<file path="src/rtl/recognition_frame_ctrl_if.sv">
// Bus bundle between the frame sequencer and its neighbours: the box detector,
// the VGA timing source and the digit recognizer.
interface recognition_frame_ctrl_if;
  logic        iFrameStart;
  logic        iFrameEnd;
  logic [19:0] iEdge_Row;
  logic [19:0] iEdge_Col;
  logic [3:0]  iDigital;
  logic [19:0] oEdge_Row;
  logic [19:0] oEdge_Col;
  logic        oRecEn;
  logic        oRecRst_n;
  logic [3:0]  oDigital;
  logic        oValid;
  logic        oBusy;

  modport slave (
    input  iFrameStart, iFrameEnd, iEdge_Row, iEdge_Col, iDigital,
    output oEdge_Row, oEdge_Col, oRecEn, oRecRst_n, oDigital, oValid, oBusy
  );

  modport master (
    output iFrameStart, iFrameEnd, iEdge_Row, iEdge_Col, iDigital,
    input  oEdge_Row, oEdge_Col, oRecEn, oRecRst_n, oDigital, oValid, oBusy
  );
endinterface

</file>
<file path="src/rtl/recognition_frame_ctrl.sv">
// Per-frame sequencer for the digit recognition datapath: latches and checks the
// bounding box, clears and enables the recognizer for one frame, samples its
// verdict and publishes a digit once it has agreed for STABLE_FRAMES frames.
module recognition_frame_ctrl #(
  parameter int H_ACT         = 640,
  parameter int V_ACT         = 480,
  parameter int MIN_BOX       = 8,
  parameter int STABLE_FRAMES = 3
) (
  input  logic                     clk,
  input  logic                     rst,
  recognition_frame_ctrl_if.slave  bus
);

  localparam int            CW      = $clog2(STABLE_FRAMES + 1);
  localparam logic [CW-1:0] CNT_MAX = CW'(STABLE_FRAMES);
  localparam logic [3:0]    BLANK   = 4'hF;

  typedef enum logic [2:0] {
    S_IDLE,
    S_CLEAR,
    S_SCAN,
    S_SETTLE,
    S_JUDGE
  } state_t;

  state_t        state_q, state_d;
  logic          ph_q, ph_d;
  logic [19:0]   row_q, row_d;
  logic [19:0]   col_q, col_d;
  logic [3:0]    cand_q, cand_d;
  logic [3:0]    dig_q, dig_d;
  logic [CW-1:0] cnt_q, cnt_d;
  logic          en_q, en_d;
  logic          rrst_n_q, rrst_n_d;
  logic          vld_q, vld_d;
  logic          busy_q, busy_d;
  logic          box_ok;

  // Box geometry: inside the active area, at least MIN_BOX on each side, and
  // top row 0 is rejected because the frame-start pulse lands there.
  function automatic logic geom_ok(input logic [19:0] r, input logic [19:0] c);
    logic [10:0] top, bot, lft, rgt;
    top = {1'b0, r[9:0]};
    bot = {1'b0, r[19:10]};
    lft = {1'b0, c[9:0]};
    rgt = {1'b0, c[19:10]};
    geom_ok = (top >= 11'd1) && (bot > top) && ((bot - top) >= 11'(MIN_BOX)) &&
              (bot < 11'(V_ACT)) && (rgt > lft) && ((rgt - lft) >= 11'(MIN_BOX)) &&
              (rgt < 11'(H_ACT));
  endfunction

  assign box_ok = geom_ok(bus.iEdge_Row, bus.iEdge_Col);

  // Next-state, box latch and verdict bookkeeping; outputs derive from next state.
  always_comb begin
    state_d = state_q;
    ph_d    = ph_q;
    row_d   = row_q;
    col_d   = col_q;
    cand_d  = cand_q;
    cnt_d   = cnt_q;
    dig_d   = dig_q;
    vld_d   = 1'b0;

    case (state_q)
      S_IDLE: begin
        if (bus.iFrameStart) begin
          if (box_ok) begin
            row_d   = bus.iEdge_Row;
            col_d   = bus.iEdge_Col;
            ph_d    = 1'b0;
            state_d = S_CLEAR;
          end else begin
            cnt_d = '0;
          end
        end
      end
      S_CLEAR: begin
        if (bus.iFrameEnd) begin
          cnt_d   = '0;
          state_d = S_IDLE;
        end else if (ph_q) begin
          state_d = S_SCAN;
        end else begin
          ph_d = 1'b1;
        end
      end
      S_SCAN: begin
        // Frame end wins over a coincident frame start, which is dropped.
        if (bus.iFrameEnd) begin
          ph_d    = 1'b0;
          state_d = S_SETTLE;
        end else if (bus.iFrameStart) begin
          cnt_d = '0;
          if (box_ok) begin
            row_d   = bus.iEdge_Row;
            col_d   = bus.iEdge_Col;
            ph_d    = 1'b0;
            state_d = S_CLEAR;
          end else begin
            state_d = S_IDLE;
          end
        end
      end
      S_SETTLE: begin
        if (ph_q) state_d = S_JUDGE;
        else      ph_d    = 1'b1;
      end
      S_JUDGE: begin
        state_d = S_IDLE;
        if (bus.iDigital == BLANK) begin
          cnt_d  = '0;
          cand_d = BLANK;
        end else if (bus.iDigital == cand_q) begin
          if (cnt_q < CNT_MAX) begin
            cnt_d = cnt_q + 1'b1;
            if (cnt_d == CNT_MAX) begin
              vld_d = 1'b1;
              dig_d = cand_q;
            end
          end
        end else begin
          cand_d = bus.iDigital;
          cnt_d  = CW'(1);
          if (STABLE_FRAMES == 1) begin
            vld_d = 1'b1;
            dig_d = bus.iDigital;
          end
        end
      end
      default: state_d = S_IDLE;
    endcase

    en_d     = (state_d == S_SCAN);
    rrst_n_d = (state_d != S_CLEAR);
    busy_d   = (state_d != S_IDLE);
  end

  // State and registered outputs, cleared asynchronously.
  always_ff @(posedge clk or negedge rst) begin
    if (!rst) begin
      state_q  <= S_IDLE;
      ph_q     <= 1'b0;
      row_q    <= '0;
      col_q    <= '0;
      cand_q   <= BLANK;
      dig_q    <= BLANK;
      cnt_q    <= '0;
      en_q     <= 1'b0;
      rrst_n_q <= 1'b0;
      vld_q    <= 1'b0;
      busy_q   <= 1'b0;
    end else begin
      state_q  <= state_d;
      ph_q     <= ph_d;
      row_q    <= row_d;
      col_q    <= col_d;
      cand_q   <= cand_d;
      dig_q    <= dig_d;
      cnt_q    <= cnt_d;
      en_q     <= en_d;
      rrst_n_q <= rrst_n_d;
      vld_q    <= vld_d;
      busy_q   <= busy_d;
    end
  end

  assign bus.oEdge_Row = row_q;
  assign bus.oEdge_Col = col_q;
  assign bus.oRecEn    = en_q;
  assign bus.oRecRst_n = rrst_n_q;
  assign bus.oDigital  = dig_q;
  assign bus.oValid    = vld_q;
  assign bus.oBusy     = busy_q;

endmodule
</file>
<file path="src/flat_wrapper.sv">
// flat-port wrapper written by rule: the top's interface ports become plain ports
module recognition_frame_ctrl_flat 
#(
  parameter int H_ACT         = 640,
  parameter int V_ACT         = 480,
  parameter int MIN_BOX       = 8,
  parameter int STABLE_FRAMES = 3
)
  (clk, rst, bus_iFrameStart, bus_iFrameEnd, bus_iEdge_Row, bus_iEdge_Col, bus_iDigital, bus_oEdge_Row, bus_oEdge_Col, bus_oRecEn, bus_oRecRst_n, bus_oDigital, bus_oValid, bus_oBusy);
  recognition_frame_ctrl_if bus_i ();
  input  logic clk;
  input  logic rst;
  input wire logic [$bits(bus_i.iFrameStart)-1:0] bus_iFrameStart;
  input wire logic [$bits(bus_i.iFrameEnd)-1:0] bus_iFrameEnd;
  input wire logic [$bits(bus_i.iEdge_Row)-1:0] bus_iEdge_Row;
  input wire logic [$bits(bus_i.iEdge_Col)-1:0] bus_iEdge_Col;
  input wire logic [$bits(bus_i.iDigital)-1:0] bus_iDigital;
  output wire logic [$bits(bus_i.oEdge_Row)-1:0] bus_oEdge_Row;
  output wire logic [$bits(bus_i.oEdge_Col)-1:0] bus_oEdge_Col;
  output wire logic [$bits(bus_i.oRecEn)-1:0] bus_oRecEn;
  output wire logic [$bits(bus_i.oRecRst_n)-1:0] bus_oRecRst_n;
  output wire logic [$bits(bus_i.oDigital)-1:0] bus_oDigital;
  output wire logic [$bits(bus_i.oValid)-1:0] bus_oValid;
  output wire logic [$bits(bus_i.oBusy)-1:0] bus_oBusy;
  assign bus_i.iFrameStart = bus_iFrameStart;
  assign bus_i.iFrameEnd = bus_iFrameEnd;
  assign bus_i.iEdge_Row = bus_iEdge_Row;
  assign bus_i.iEdge_Col = bus_iEdge_Col;
  assign bus_i.iDigital = bus_iDigital;
  assign bus_oEdge_Row = bus_i.oEdge_Row;
  assign bus_oEdge_Col = bus_i.oEdge_Col;
  assign bus_oRecEn = bus_i.oRecEn;
  assign bus_oRecRst_n = bus_i.oRecRst_n;
  assign bus_oDigital = bus_i.oDigital;
  assign bus_oValid = bus_i.oValid;
  assign bus_oBusy = bus_i.oBusy;
  recognition_frame_ctrl #(.H_ACT(H_ACT), .V_ACT(V_ACT), .MIN_BOX(MIN_BOX), .STABLE_FRAMES(STABLE_FRAMES)) u_core (.clk(clk), .rst(rst), .bus(bus_i));
endmodule
</file>
<file path="config.mk">
export PLATFORM = sky130hd
export DESIGN_NAME = recognition_frame_ctrl_flat
export DESIGN_NICKNAME = d
export VERILOG_FILES = /design/src/rtl/recognition_frame_ctrl_if.sv /design/src/rtl/recognition_frame_ctrl.sv /design/src/flat_wrapper.sv
export SDC_FILE = /design/constraint.sdc
export NUM_CORES = 1
export LEC_CHECK = 0
export BUFFER_PORTS_ARGS = -buffer_cell sky130_fd_sc_hd__buf_2
export CAP_MARGIN = 10
export CORE_UTILIZATION = 55
export DETAILED_ROUTE_END_ITERATION = 10
export PLACE_DENSITY = 0.92
export SKIP_LAST_GASP = 1
export SLEW_MARGIN = 10
export SYNTH_ARGS = -nofsm -noshare
export SYNTH_HDL_FRONTEND = slang
export SYNTH_SLANG_ARGS = --single-unit
</file>
<file path="constraint.sdc">
create_clock -name clk -period 4.1 [get_ports clk]
set_input_delay 0.82 -clock clk [delete_from_list [all_inputs] [get_ports clk]]
set_output_delay 0.82 -clock clk [all_outputs]
set_load 0.01 [all_outputs]
</file>
Yosys cells after proc, flatten, opt, wreduce, memory -nomap -nowiden
Index checks and enable logic that the tools add are counted.
{"block": "totals", "regBits": 58, "in_bits": 48, "wordCells": 94}
{"block": "classes", "n_addsub": 3, "magnitude_cmp": 8, "eq_ne": 17, "n_mux": 38, "n_bitwise": 1, "reduce_logical": 16}
{"cell": "20-bit two-way mux", "n": 6}
{"cell": "20-bit case mux with 2 select lines", "n": 2}
{"cell": "11-bit by 4-bit greater-or-equal comparator with 1-bit output, second input constant", "n": 2}
{"cell": "10-bit by 10-bit subtractor with 11-bit output", "n": 2}
{"cell": "3-bit two-way mux", "n": 7}
{"cell": "10-bit > comparator", "n": 2}
{"cell": "2-bit two-way mux", "n": 8}
{"cell": "2-bit inequality test, second input constant", "n": 6}
{"cell": "3-bit case mux with 4 select lines", "n": 1}
{"cell": "10-bit by 1-bit greater-or-equal comparator with 1-bit output, second input constant", "n": 1}
{"cell": "10-bit less-than comparator, second input constant", "n": 1}
{"cell": "10-bit by 9-bit less-than comparator with 1-bit output, second input constant", "n": 1}
{"cell": "1-bit two-way mux", "n": 10}
{"cell": "3-bit by 2-bit equality test with 1-bit output, second input constant", "n": 3}
{"cell": "4-bit two-way mux", "n": 2}
{"cell": "2-bit case mux with 4 select lines", "n": 1}
{"cell": "4-bit nonzero test", "n": 2}
{"cell": "7-bit AND reduction", "n": 1}
{"cell": "1-bit logical AND", "n": 6}
{"cell": "2-bit AND reduction", "n": 3}
{"cell": "5-bit AND reduction", "n": 1}
{"cell": "4-bit equality test", "n": 1}
{"cell": "4-bit equality test, second input constant", "n": 1}
{"cell": "4-bit by 3-bit inequality test with 1-bit output, second input constant", "n": 1}
{"cell": "other kinds (12)", "n": 12}

Depth between registers and ports, before layout
Gate-level depths: netlist of run 1.
{"block": "depth", "depth_word": 12, "depth_mapped": 11}

Least setup slack after synthesis of run 1
Ideal clock, no wire load.
{"block": "synth_timing", "kind": "in2reg", "start": "input bus_iEdge_Col[3]", "end": "register u_core.col_q[10], in the netlist u_core.bus.oEdge_Col[10]", "setup_time_ns": 0.125, "arrival_time_ns": 3.348, "slack_ns": 0.627, "path_stages": 11, "path_buffers": 2, "cell_sequence": "inv_1 -> ha_1 -> buf_6 -> a21oi_4 -> o22ai_1 -> or4b_1 -> a221o_1 -> a2111oi_4 -> a2111oi_4 -> buf_6 -> mux2_4"}
{"block": "synth_between", "elab_chain_len": 8, "elab_cells_between_ends": 10, "classes_between": "add/sub: 1; order compare: 2; mux: 4; reduce/logical: 3"}
{"element": "start, declared", "line_no": "flat_wrapper.sv:16", "source": "input wire logic [$bits(bus_i.iEdge_Col)-1:0] bus_iEdge_Col;"}
{"element": "10-bit by 10-bit subtractor with 11-bit output or 10-bit > comparator (tied branches)", "line_no": "recognition_frame_ctrl.sv:49", "source": "(bot < 11'(V_ACT)) && (rgt > lft) && ((rgt - lft) >= 11'(MIN_BOX)) &&"}
{"element": "11-bit by 4-bit greater-or-equal comparator with 1-bit output or 1-bit logical AND (tied branches)", "line_no": "recognition_frame_ctrl.sv:49"}
{"element": "1-bit logical AND * (2 in series)", "line_no": "recognition_frame_ctrl.sv:49"}
{"element": "20-bit two-way mux * (2 in series)"}
{"element": "20-bit two-way mux"}
{"element": "20-bit case mux with 2 select lines *"}
{"element": "end signal, assigned", "line_no": "recognition_frame_ctrl.sv:158", "source": "col_q <= col_d;"}
{"element": "end, declared", "line_no": "recognition_frame_ctrl.sv:30", "source": "logic [19:0] col_q, col_d;"}
Mark *: on every way between the ends. The rest lies on a longest branch, timed or not. The select of a mux whose other input is x is not followed.
A chain may end at the register's enable or synchronous reset.

Worst setup path after layout of run 1
{"block": "layout_timing", "start": "input bus_iEdge_Col[3]", "end": "register u_core.row_q[2], in the netlist u_core.bus.oEdge_Row[2]"}
{"block": "layout_between", "elab_chain_len": 8, "elab_cells_between_ends": 10, "classes_between": "add/sub: 1; order compare: 2; mux: 4; reduce/logical: 3"}
{"element": "10-bit by 10-bit subtractor with 11-bit output or 10-bit > comparator (tied branches)", "line_no": "recognition_frame_ctrl.sv:49"}
{"element": "11-bit by 4-bit greater-or-equal comparator with 1-bit output or 1-bit logical AND (tied branches)", "line_no": "recognition_frame_ctrl.sv:49"}
{"element": "1-bit logical AND * (2 in series)", "line_no": "recognition_frame_ctrl.sv:49"}
{"element": "20-bit two-way mux * (2 in series)"}
{"element": "20-bit two-way mux"}
{"element": "20-bit case mux with 2 select lines *"}
{"element": "end signal, assigned", "line_no": "recognition_frame_ctrl.sv:157", "source": "row_q <= row_d;"}
{"element": "end, declared", "line_no": "recognition_frame_ctrl.sv:29", "source": "logic [19:0] row_q, row_d;"}
Marked as above.

==> summary.md, run 1 <==
The routed length on met1 is 3700 um, and the worst-skew pair later-pin latency is 340 ps. The run finished, with violations left. The combinational power share came out at 0.377. In this run the most critical hold path is launched from u_core.bus.oEdge_Row[19]. Launching point of the worst reg2reg path: u_core.state_q[0]. Final global-route overflow total: 0. The first detailed-routing pass took 9 iterations. The logs give 0 for the number of buffers inserted by hold repair at cts and 1.69 mW for the internal power summed over all cells.

The largest net degree at the start of global routing is 51. Top routing layer in use: met4. The first-pass GRT wire length is 14200 um, and the number of cells on the worst hold path is 1. The run gives 4170 um as the detailed route wirelength on metal2.

The count of flip-flops with a built-in enable after synthesis is 0. The clock transition time at the flip-flop clock pins of the worst setup and hold paths was 60 ps; the critical path arrival was 3780 ps. The transition time at the pin with the least slew margin was 1100 ps. From bottom edge to top edge, the die measures 84.6 um. The path class of the tightest hold or removal check is register to register.

Setup repair after global routing left no endpoint under its margin. Clock tree synthesis found a total of 58 sinks. Measured in cells, the most critical reg-to-reg path has a length of 8.

For this run, the leading register cell type out of synthesis is sky130_fd_sc_hd__dfrtp_1. For the synthesized instance count, the log shows 331. The final-report max-slew violation count was 0.

The switching power is 0.826 mW. In the final routed layout, each cell accounts on average for 16.6 um. In this run the register-to-register setup slack is 1330 ps.

For the standby leakage power, the log shows 2.26 nW. The final critical-path share of the clock period works out to 0.868. The netlist uses 63 different library cells.

During I/O placement, the number of pins put on the boundary was 96. The run gives 0.580 as the initial standard-cell utilization of the core. The number of nets in the synthesized netlist is 404. VDD sags by at most 0.311 mV. A synthesized cell averages 11.3 um^2. Summing every instance area after synthesis gives 3750 um^2. The total negative setup slack is 0 ps.

The worst min-delay path endpoint is u_core.bus.oEdge_Row[19]. The tools report the number of buffers added by the clock tree synthesis step as 9. The final layout contains routed wiring with a total length of 8550 um. The run gives 0.390 as the proportion of synthesized chip area in sequential cells. The logs give 0.254 for the overall track demand over capacity in global routing and 2.52 mW for the overall power. Derived from the worst setup path, the maximum achievable clock frequency is 281 MHz. The number of global-route vias before repair came out at 2999.

For the worst setup path, the data required time is 4320 ps. The count of buffers inserted at the top-level ports works out to 95. The die span in x was 84.6 um.

The tightest slew margin relative to the limit is 0.269. From synthesis to final layout, the design area changed by 19.7%. Detailed routing placed a total of 511 um of wire on met3.

Number of warnings reported in the yosys synthesis log: 0. No sink is reached through more buffers than the 2 on the longest clock path. Once detailed placement completed, the half-perimeter wirelength came to 6410 um. The share of flip-flops with an asynchronous set or reset after synthesis is 1.00. The kind of capture point of the worst setup path was a register. The fraction of layout cells with a size suffix above 1 came out at 0.412.

The switching part of the total power is 0.329. Once routing completed, OpenROAD measured the worst setup slack at 541 ps. The critical path class is input port to register.

On the final layout, the worst clock skew is 10.7 ps. The routed via count divided by cell count is 5.89. The endpoint identified for the worst register-to-register timing path is u_core.bus.oEdge_Col[10]. Setup violations remaining at the end of the flow were counted as 0.

In this run, synthesis produced a sequential element count of 58. The worst setup path is launched from an input port. After filler insertion, the fill cell instance count of the layout stands at 493. For this run, design rule violations remaining after detail routing come to 7. TritonCTS built the clock tree. The clock share of power was 0.230; the total setup buffers inserted after CTS was 0. The area of the placeable core is 6460 um^2.

The number of gates resized after CTS was 0. The tree is rooted in a sky130_fd_sc_hd__clkbuf_8. Across the run, the number of max-cap violations was 0. Instance area at placement: 4280 um^2. CTS built an H-tree with a depth of 3. The post-layout minimum cycle time works out to 3560 ps.

In this run the worst path has a maximum fanout of 19. The logs give 0 for the number of failing hold endpoints at the final stage and 0 for the final antenna-violating net count. Routability-driven placement finished with a final weighted congestion of 0.887. The final reports fail on DRC. Across all layers, the routed design uses 3029 vias.

The final layout contains 505 nets. The share of power burned in registers is 0.393, and the worst slack at placement is 240 ps. The logs give 512 ps for the minimum hold slack and 4490 um^2 for the design area. The detailed router finished its first iteration with 208 violations. The placement row count was 29. 0 antenna diodes ended up in the layout. The die covers 7150 um^2. For this design the ratio of total power to cell area is 561 nW/um^2.

The number of antenna violations at the first check in global routing is 0.
[power groups by stage]
| stage | combinational, mW | sequential (mW) | clock [mW] |
|---|---|---|---|
| final | 0.949 | 0.988 | 0.579 |
| after CTS | 0.951 | 0.988 | 0.584 |
| after detailed placement | 0.948 | 0.985 | 0 |
| after global placement | 0.910 | 0.983 | 0 |
| after floorplan | 0.538 | 1.05 | 0 |
| after global routing | 1.03 | 1.02 | 0.615 |
[worst max path at each step]
| stage | to | slack (ps) | start |
|---|---|---|---|
| global route | u_core.bus.oEdge_Col[2] | 420 | bus_iEdge_Col[3] |
| detailed placement | u_core.bus.oEdge_Col[1] | 240 | bus_iEdge_Col[3] |
| floorplan | u_core.bus.oEdge_Col[10] | 630 | bus_iEdge_Col[3] |
| global placement | u_core.bus.oEdge_Col[13] | 340 | bus_iEdge_Col[3] |
| CTS | u_core.bus.oEdge_Col[1] | 590 | bus_iEdge_Col[3] |
| finish | u_core.bus.oEdge_Row[2] | 540 | bus_iEdge_Col[3] |
[state kept, by name, summed over array words and instances, names as in the netlist]
register and cells:
u_core.bus.oBusy 1, u_core.bus.oDigital 4, u_core.bus.oEdge_Col 20, u_core.bus.oEdge_Row 20
u_core.bus.oRecEn 1, u_core.bus.oRecRst_n 1, u_core.bus.oValid 1, u_core.cand_q 4
u_core.cnt_q 2, u_core.ph_q 1, u_core.state_q 3
[per-layer routing]
layer  global-route usage  vias to the layer above
li1                     -                     1417
met4               0.0894                        0
met3               0.0590                       21
met5                    0                        -
met2                0.421                      130
met1                0.327                     1461
[layout make-up]
type,instances,area (um^2),area share
flip-flops and latches,58,1460,0.326
multi-input cells,231,2090,0.466
well taps,77,96.3,0.0215
clock buffers,11,131,0.0293
repair buffers,99,505,0.113
inverters,33,124,0.0276
clock inverters,5,80.1,0.0178
[through the flow]
step,instances,utilization
after floorplan,331,-
after global placement,498,0.662
after detailed placement,498,0.662
after CTS,514,0.695
after global routing,514,0.695
final,514,0.695
[cells by family (layout without fill, tap and decap cells)]
| group | Yosys count | count (layout) | synth area share |
|---|---|---|---|
| AO/OA/AOI/OAI | 70 | 70 | 0.149 |
| XOR/XNOR | 4 | 4 | 0.00934 |
| adder cells (fa/ha/maj) | 25 | 25 | 0.0875 |
| buffers and inverters | 42 | 148 | 0.0527 |
| flip-flops | 58 | 58 | 0.390 |
| multiplexers | 50 | 50 | 0.189 |
| AND/OR/NAND/NOR | 82 | 82 | 0.123 |
[layout by cell type, fill, tap and decap left out, drive strengths merged, types with 7 or more instances in the layout]
cell	count
dfrtp	50
nor2b	7
buf	99
a21oi	15
nor2	12
ha	23
mux2	49
o21ai	13
inv	33
nor3	9
nand2	12
clkbuf	11
dfstp	8
[critical path, stage by stage]
cell	delay, ps
sky130_fd_sc_hd__buf_2	90
sky130_fd_sc_hd__inv_1	40
sky130_fd_sc_hd__ha_1	420
sky130_fd_sc_hd__a21oi_4	210
sky130_fd_sc_hd__o22ai_1	110
sky130_fd_sc_hd__or4b_1	520
sky130_fd_sc_hd__a221o_1	380
sky130_fd_sc_hd__a2111oi_4	450
sky130_fd_sc_hd__a2111oi_4	110
sky130_fd_sc_hd__buf_4	270
sky130_fd_sc_hd__mux2_4	330
[cell usage after synthesis (2+ instances only)]
master / instances / area share
sky130_fd_sc_hd__dfrtp_1: 50 / 0.33
sky130_fd_sc_hd__mux2_4: 39 / 0.16
sky130_fd_sc_hd__inv_1: 33 / 0.033
sky130_fd_sc_hd__ha_1: 23 / 0.077
sky130_fd_sc_hd__a21oi_1: 14 / 0.019
sky130_fd_sc_hd__o21ai_0: 13 / 0.017
sky130_fd_sc_hd__nand2_1: 12 / 0.012
sky130_fd_sc_hd__nor2_1: 12 / 0.012
sky130_fd_sc_hd__mux2_2: 10 / 0.030
sky130_fd_sc_hd__nor3_1: 9 / 0.012
sky130_fd_sc_hd__dfstp_2: 8 / 0.056
sky130_fd_sc_hd__nor2b_1: 7 / 0.012
sky130_fd_sc_hd__nand3_1: 6 / 0.0080
sky130_fd_sc_hd__nand4_1: 6 / 0.010
sky130_fd_sc_hd__buf_6: 5 / 0.015
sky130_fd_sc_hd__nand2b_1: 5 / 0.0083
sky130_fd_sc_hd__a21o_1: 4 / 0.0080
sky130_fd_sc_hd__nand3b_1: 4 / 0.0080
sky130_fd_sc_hd__o22ai_1: 4 / 0.0067
sky130_fd_sc_hd__xor2_1: 4 / 0.0093
sky130_fd_sc_hd__a211oi_1: 3 / 0.0060
sky130_fd_sc_hd__nor4_1: 3 / 0.0050
sky130_fd_sc_hd__or2_2: 3 / 0.0050
sky130_fd_sc_hd__a2111oi_0: 2 / 0.0047
sky130_fd_sc_hd__a2111oi_4: 2 / 0.015
sky130_fd_sc_hd__a31oi_1: 2 / 0.0033
sky130_fd_sc_hd__and2_1: 2 / 0.0033
sky130_fd_sc_hd__and3b_1: 2 / 0.0047
sky130_fd_sc_hd__clkbuf_1: 2 / 0.0020
sky130_fd_sc_hd__fa_1: 2 / 0.011
sky130_fd_sc_hd__nor3b_1: 2 / 0.0040
sky130_fd_sc_hd__o211ai_1: 2 / 0.0040
sky130_fd_sc_hd__o21a_1: 2 / 0.0040
sky130_fd_sc_hd__o21bai_1: 2 / 0.0040
sky130_fd_sc_hd__o31ai_1: 2 / 0.0040
sky130_fd_sc_hd__or3_1: 2 / 0.0033
sky130_fd_sc_hd__or4_1: 2 / 0.0040
Power figures use the tool's default switching activity.
==> run 2, diff against run 1 <==
Settings changed: CORE_UTILIZATION 55 to 45, PLACE_DENSITY 0.92 to 0.8.
==> run 2 against run 1 <==
The flow now finishes without violations. Clock skew fell by 3.4 ps. Critical path depth did not move. Final cell count rose by 5.6%. Clock power rose by 5.4%. Die area rose by 22%. Sequential share of layout area fell by 0.74 points. Via count fell by 1.4%. Non-clock buffer count rose by 4. Global-route usage fell by 5.6 points. Power rose by 1.2%. Combinational power barely moved. Largest cell class unchanged.
==> summary.md, run 2 (synthesis gave the netlist of run 1 again) <==
The flow ran to the end, and the final reports show no timing, DRC or antenna violations. The peak ir drop on the vdd network is 0.273 mV (-12%). For the final antenna-violating net count, the log shows 0 (unchanged). The count of buffers inserted at the top-level ports is 95 (unchanged), and the global placement routability congestion is 0.854 (-3.7%). The number of DRC violations after detailed-routing iteration 0 was 154 (-26%); the routed via count divided by cell count was 5.50 (-6.6%).

Setup repair after global routing left no endpoint under its margin. The classification of the worst-slack hold path was register to register. The maximum number of buffers from clock root to sink was 2 (unchanged); the critical path arrival was 3970 ps (+190 ps).

The number of failing hold endpoints at the final stage came out at 0 (unchanged). The library cell used most frequently in the layout, excluding fill and tap cells, is sky130_fd_sc_hd__buf_2. The clock transition time at the flip-flop clock pins of the worst setup and hold paths is 60 ps (about the same), and the stage delay of the slowest cell on the critical path is 860 ps (+340 ps).

Kind of capture point of the worst setup path: a register. The run gives 0.198 (-0.0556) as the overall track demand over capacity in global routing. Cell count after placement: 527 (+5.8%).

Cell type with the highest occurrence count on the critical path: sky130_fd_sc_hd__a2111oi_4. For the total number of vias, the log shows 2988 (-1.4%). TritonCTS built the clock tree. The area of the placeable core was 7890 um^2 (+22%); the die span in x was 93.3 um (+10%). Number of remaining DRC errors: 0 (-7). The power density normalized to cell area is 554 nW/um^2 (-1.1%), and the number of top-level design ports is 96 (unchanged).

The half-perimeter wire length after detailed placement was 6380 um (-0.48%). For the number of antenna diodes, the log shows 0 (unchanged). The count of instances resized after the clock tree is built was 0 (unchanged); the tightest slew margin relative to the limit was 0.389 (+0.120).

Compared with the post-synthesis result, the final layout area differs by 22.5%. The logs give 4 (-5) for the length of the first detailed-routing pass in iterations and 330 ps (about the same) for the worst-skew pair later-pin latency. The final-report max-slew violation count was 0 (unchanged). The tools report the clock sink count as 58 (unchanged).

The wire length reported by the detailed router is 8300 um (-2.9%), and the post-layout minimum cycle time is 3750 ps (+196 ps). The die boundary height works out to 93.3 um (+10%). The standby leakage power is 2.30 nW (+1.8%). Startpoint type of the worst setup path: an input port. The top cell types in the final layout, fill and taps aside, are sky130_fd_sc_hd__buf_2 (95), sky130_fd_sc_hd__dfrtp_1 (50), sky130_fd_sc_hd__mux2_4 (39). The transition time at the pin with the least slew margin works out to 916 ps (-180 ps). The tools report the final global-route overflow total as 0 (unchanged).

The critical path goes through buf_2 -> inv_1 -> ha_1 -> a21oi_4 -> o22ai_1 -> or4b_1 -> nand4_1 -> a2111oi_4 -> a2111oi_4 -> buf_12 -> mux2_4. The final critical-path share of the clock period is 0.916 (+0.0478). Critical path class: input port to register.

For the die area, the log shows 8700 um^2 (+22%). The routed wire length per instance was 15.3 um (-8.1%). The number of antenna violations at the first check in global routing is 0 (unchanged). The slowest stage of the critical path belongs to the cell sky130_fd_sc_hd__a2111oi_4.

The tools report the placement row count as 32 (+10%). The number of buffers added by the clock tree synthesis step is 9 (unchanged), and the data required time of the critical path is 4310 ps (about the same). For the total setup violations reported at the end of the flow, the log shows 0 (unchanged). Total negative setup slack: 0 ps (unchanged).

The maximum level of the CTS H-tree was 3 (unchanged). The first-pass GRT wire length is 13600 um (-4.3%). The fraction of layout cells with a size suffix above 1 came out at 0.420 (+0.00760). The run gives 0.475 (-0.105) as the initial standard-cell utilization of the core.

The run gives 668 (+35%) as the count of fill cells added during filler insertion. In this design, the largest share of critical-path delay is due to compound AO/OA/AOI/OAI gates. The number of global-route vias before repair is 2918 (-2.7%). The largest net degree at the start of global routing came out at 31 (-39%). The logs give 7.28 ps (-3.44 ps) for the clock tree skew after final layout and 266 MHz (-5.2%) for the timing-limited maximum frequency. The number of buffers and inverters on the critical path is 3 (unchanged).

The tools report the root buffer selected by CTS as sky130_fd_sc_hd__clkbuf_8. The number of buffers inserted by hold repair at cts is 0 (unchanged), and the total setup buffers inserted after CTS is 0 (unchanged). The logs give 0 (unchanged) for the reported max-cap violation count and 509 (+0.79%) for the post-layout net count.

The biggest fanout along the worst timing path came out at 20 (+1). The tools report the number of non-filler instances in the completed layout as 543 (+5.6%).
## run 2: cell types whose count changed in the layout (fill, tap and decap cells not counted)
| cell | previous run | this run |
|---|---|---|
| sky130_fd_sc_hd__buf_12 | 0 | 2 |
| sky130_fd_sc_hd__buf_4 | 4 | 6 |
| sky130_fd_sc_hd__clkbuf_1 | 2 | 1 |
| sky130_fd_sc_hd__clkbuf_8 | 9 | 11 |
| sky130_fd_sc_hd__clkinv_4 | 0 | 1 |
| sky130_fd_sc_hd__clkinvlp_4 | 2 | 0 |
## run 2: report_power, final
group / leakage [nW] / total (mW) / internal (mW) / switching, mW
Sequential: 0.728 / 0.988 / 0.825 / 0.163
Combinational: 1.45 / 0.947 / 0.526 / 0.421
Clock: 0.117 / 0.610 / 0.376 / 0.234
Total: 2.30 / 2.55 / 1.73 / 0.818
## run 2: final timing paths
check	startpoint	endpoint	slack (ps)	cells after the start
hold / removal	u_core.bus.oEdge_Row[19]	u_core.bus.oEdge_Row[19]	500	1
hold reg to reg	u_core.bus.oEdge_Row[19]	u_core.bus.oEdge_Row[19]	500	1
setup / recovery	bus_iEdge_Col[3]	u_core.bus.oEdge_Col[12]	350	11
setup reg to reg	u_core.state_q[0]	u_core.bus.oEdge_Col[12]	1100	8
min in group asynchronous	rst	u_core.bus.oEdge_Row[3]	510	1
max in group asynchronous	rst	u_core.bus.oEdge_Col[12]	2760	2
## run 2: cell type report
class,count,area [um^2],share of cell area
inverter,33,124,0.0270
clock inverter,4,73.8,0.0161
clock buffer,12,155,0.0338
timing repair buffer,103,561,0.122
tap,102,128,0.0278
multi-input combinational,231,2090,0.455
sequential,58,1460,0.318
## run 2: worst register-to-register path: stages, from the launching register on
cell and delay, ps:
sky130_fd_sc_hd__dfrtp_1 480, sky130_fd_sc_hd__nor3_1 260, sky130_fd_sc_hd__nand3_1 110, sky130_fd_sc_hd__nor4_1 260, sky130_fd_sc_hd__o221a_2 260, sky130_fd_sc_hd__o41ai_4 90
sky130_fd_sc_hd__a2111oi_4 810, sky130_fd_sc_hd__buf_12 280, sky130_fd_sc_hd__mux2_4 340
## run 2: metrics by stage
| step | setup slack (ps) | hold WS, ps | power (mW) | cell area [um^2] | util |
|---|---|---|---|---|---|
| detailed placement | 63.2 | 487 | 1.94 | 4360 | 0.553 |
| CTS | 377 | 507 | 2.56 | 4590 | 0.582 |
| finish | 345 | 501 | 2.55 | 4590 | 0.582 |
| global route | 131 | 524 | 2.69 | 4590 | 0.582 |
| global placement | 118 | 478 | 1.91 | 4360 | 0.553 |
| floorplan | 627 | 518 | 1.59 | 3750 | - |
## run 2: metal layers
| metal | vias up | global-route usage | routed length (um) |
|---|---|---|---|
| met3 | 12 | 0.0350 | 483 |
| li1 | 1426 | - | - |
| met1 | 1444 | 0.263 | 3880 |
| met4 | 0 | 0.0577 | 78 |
| met2 | 106 | 0.330 | 3860 |
| met5 | - | 0 | 0 |
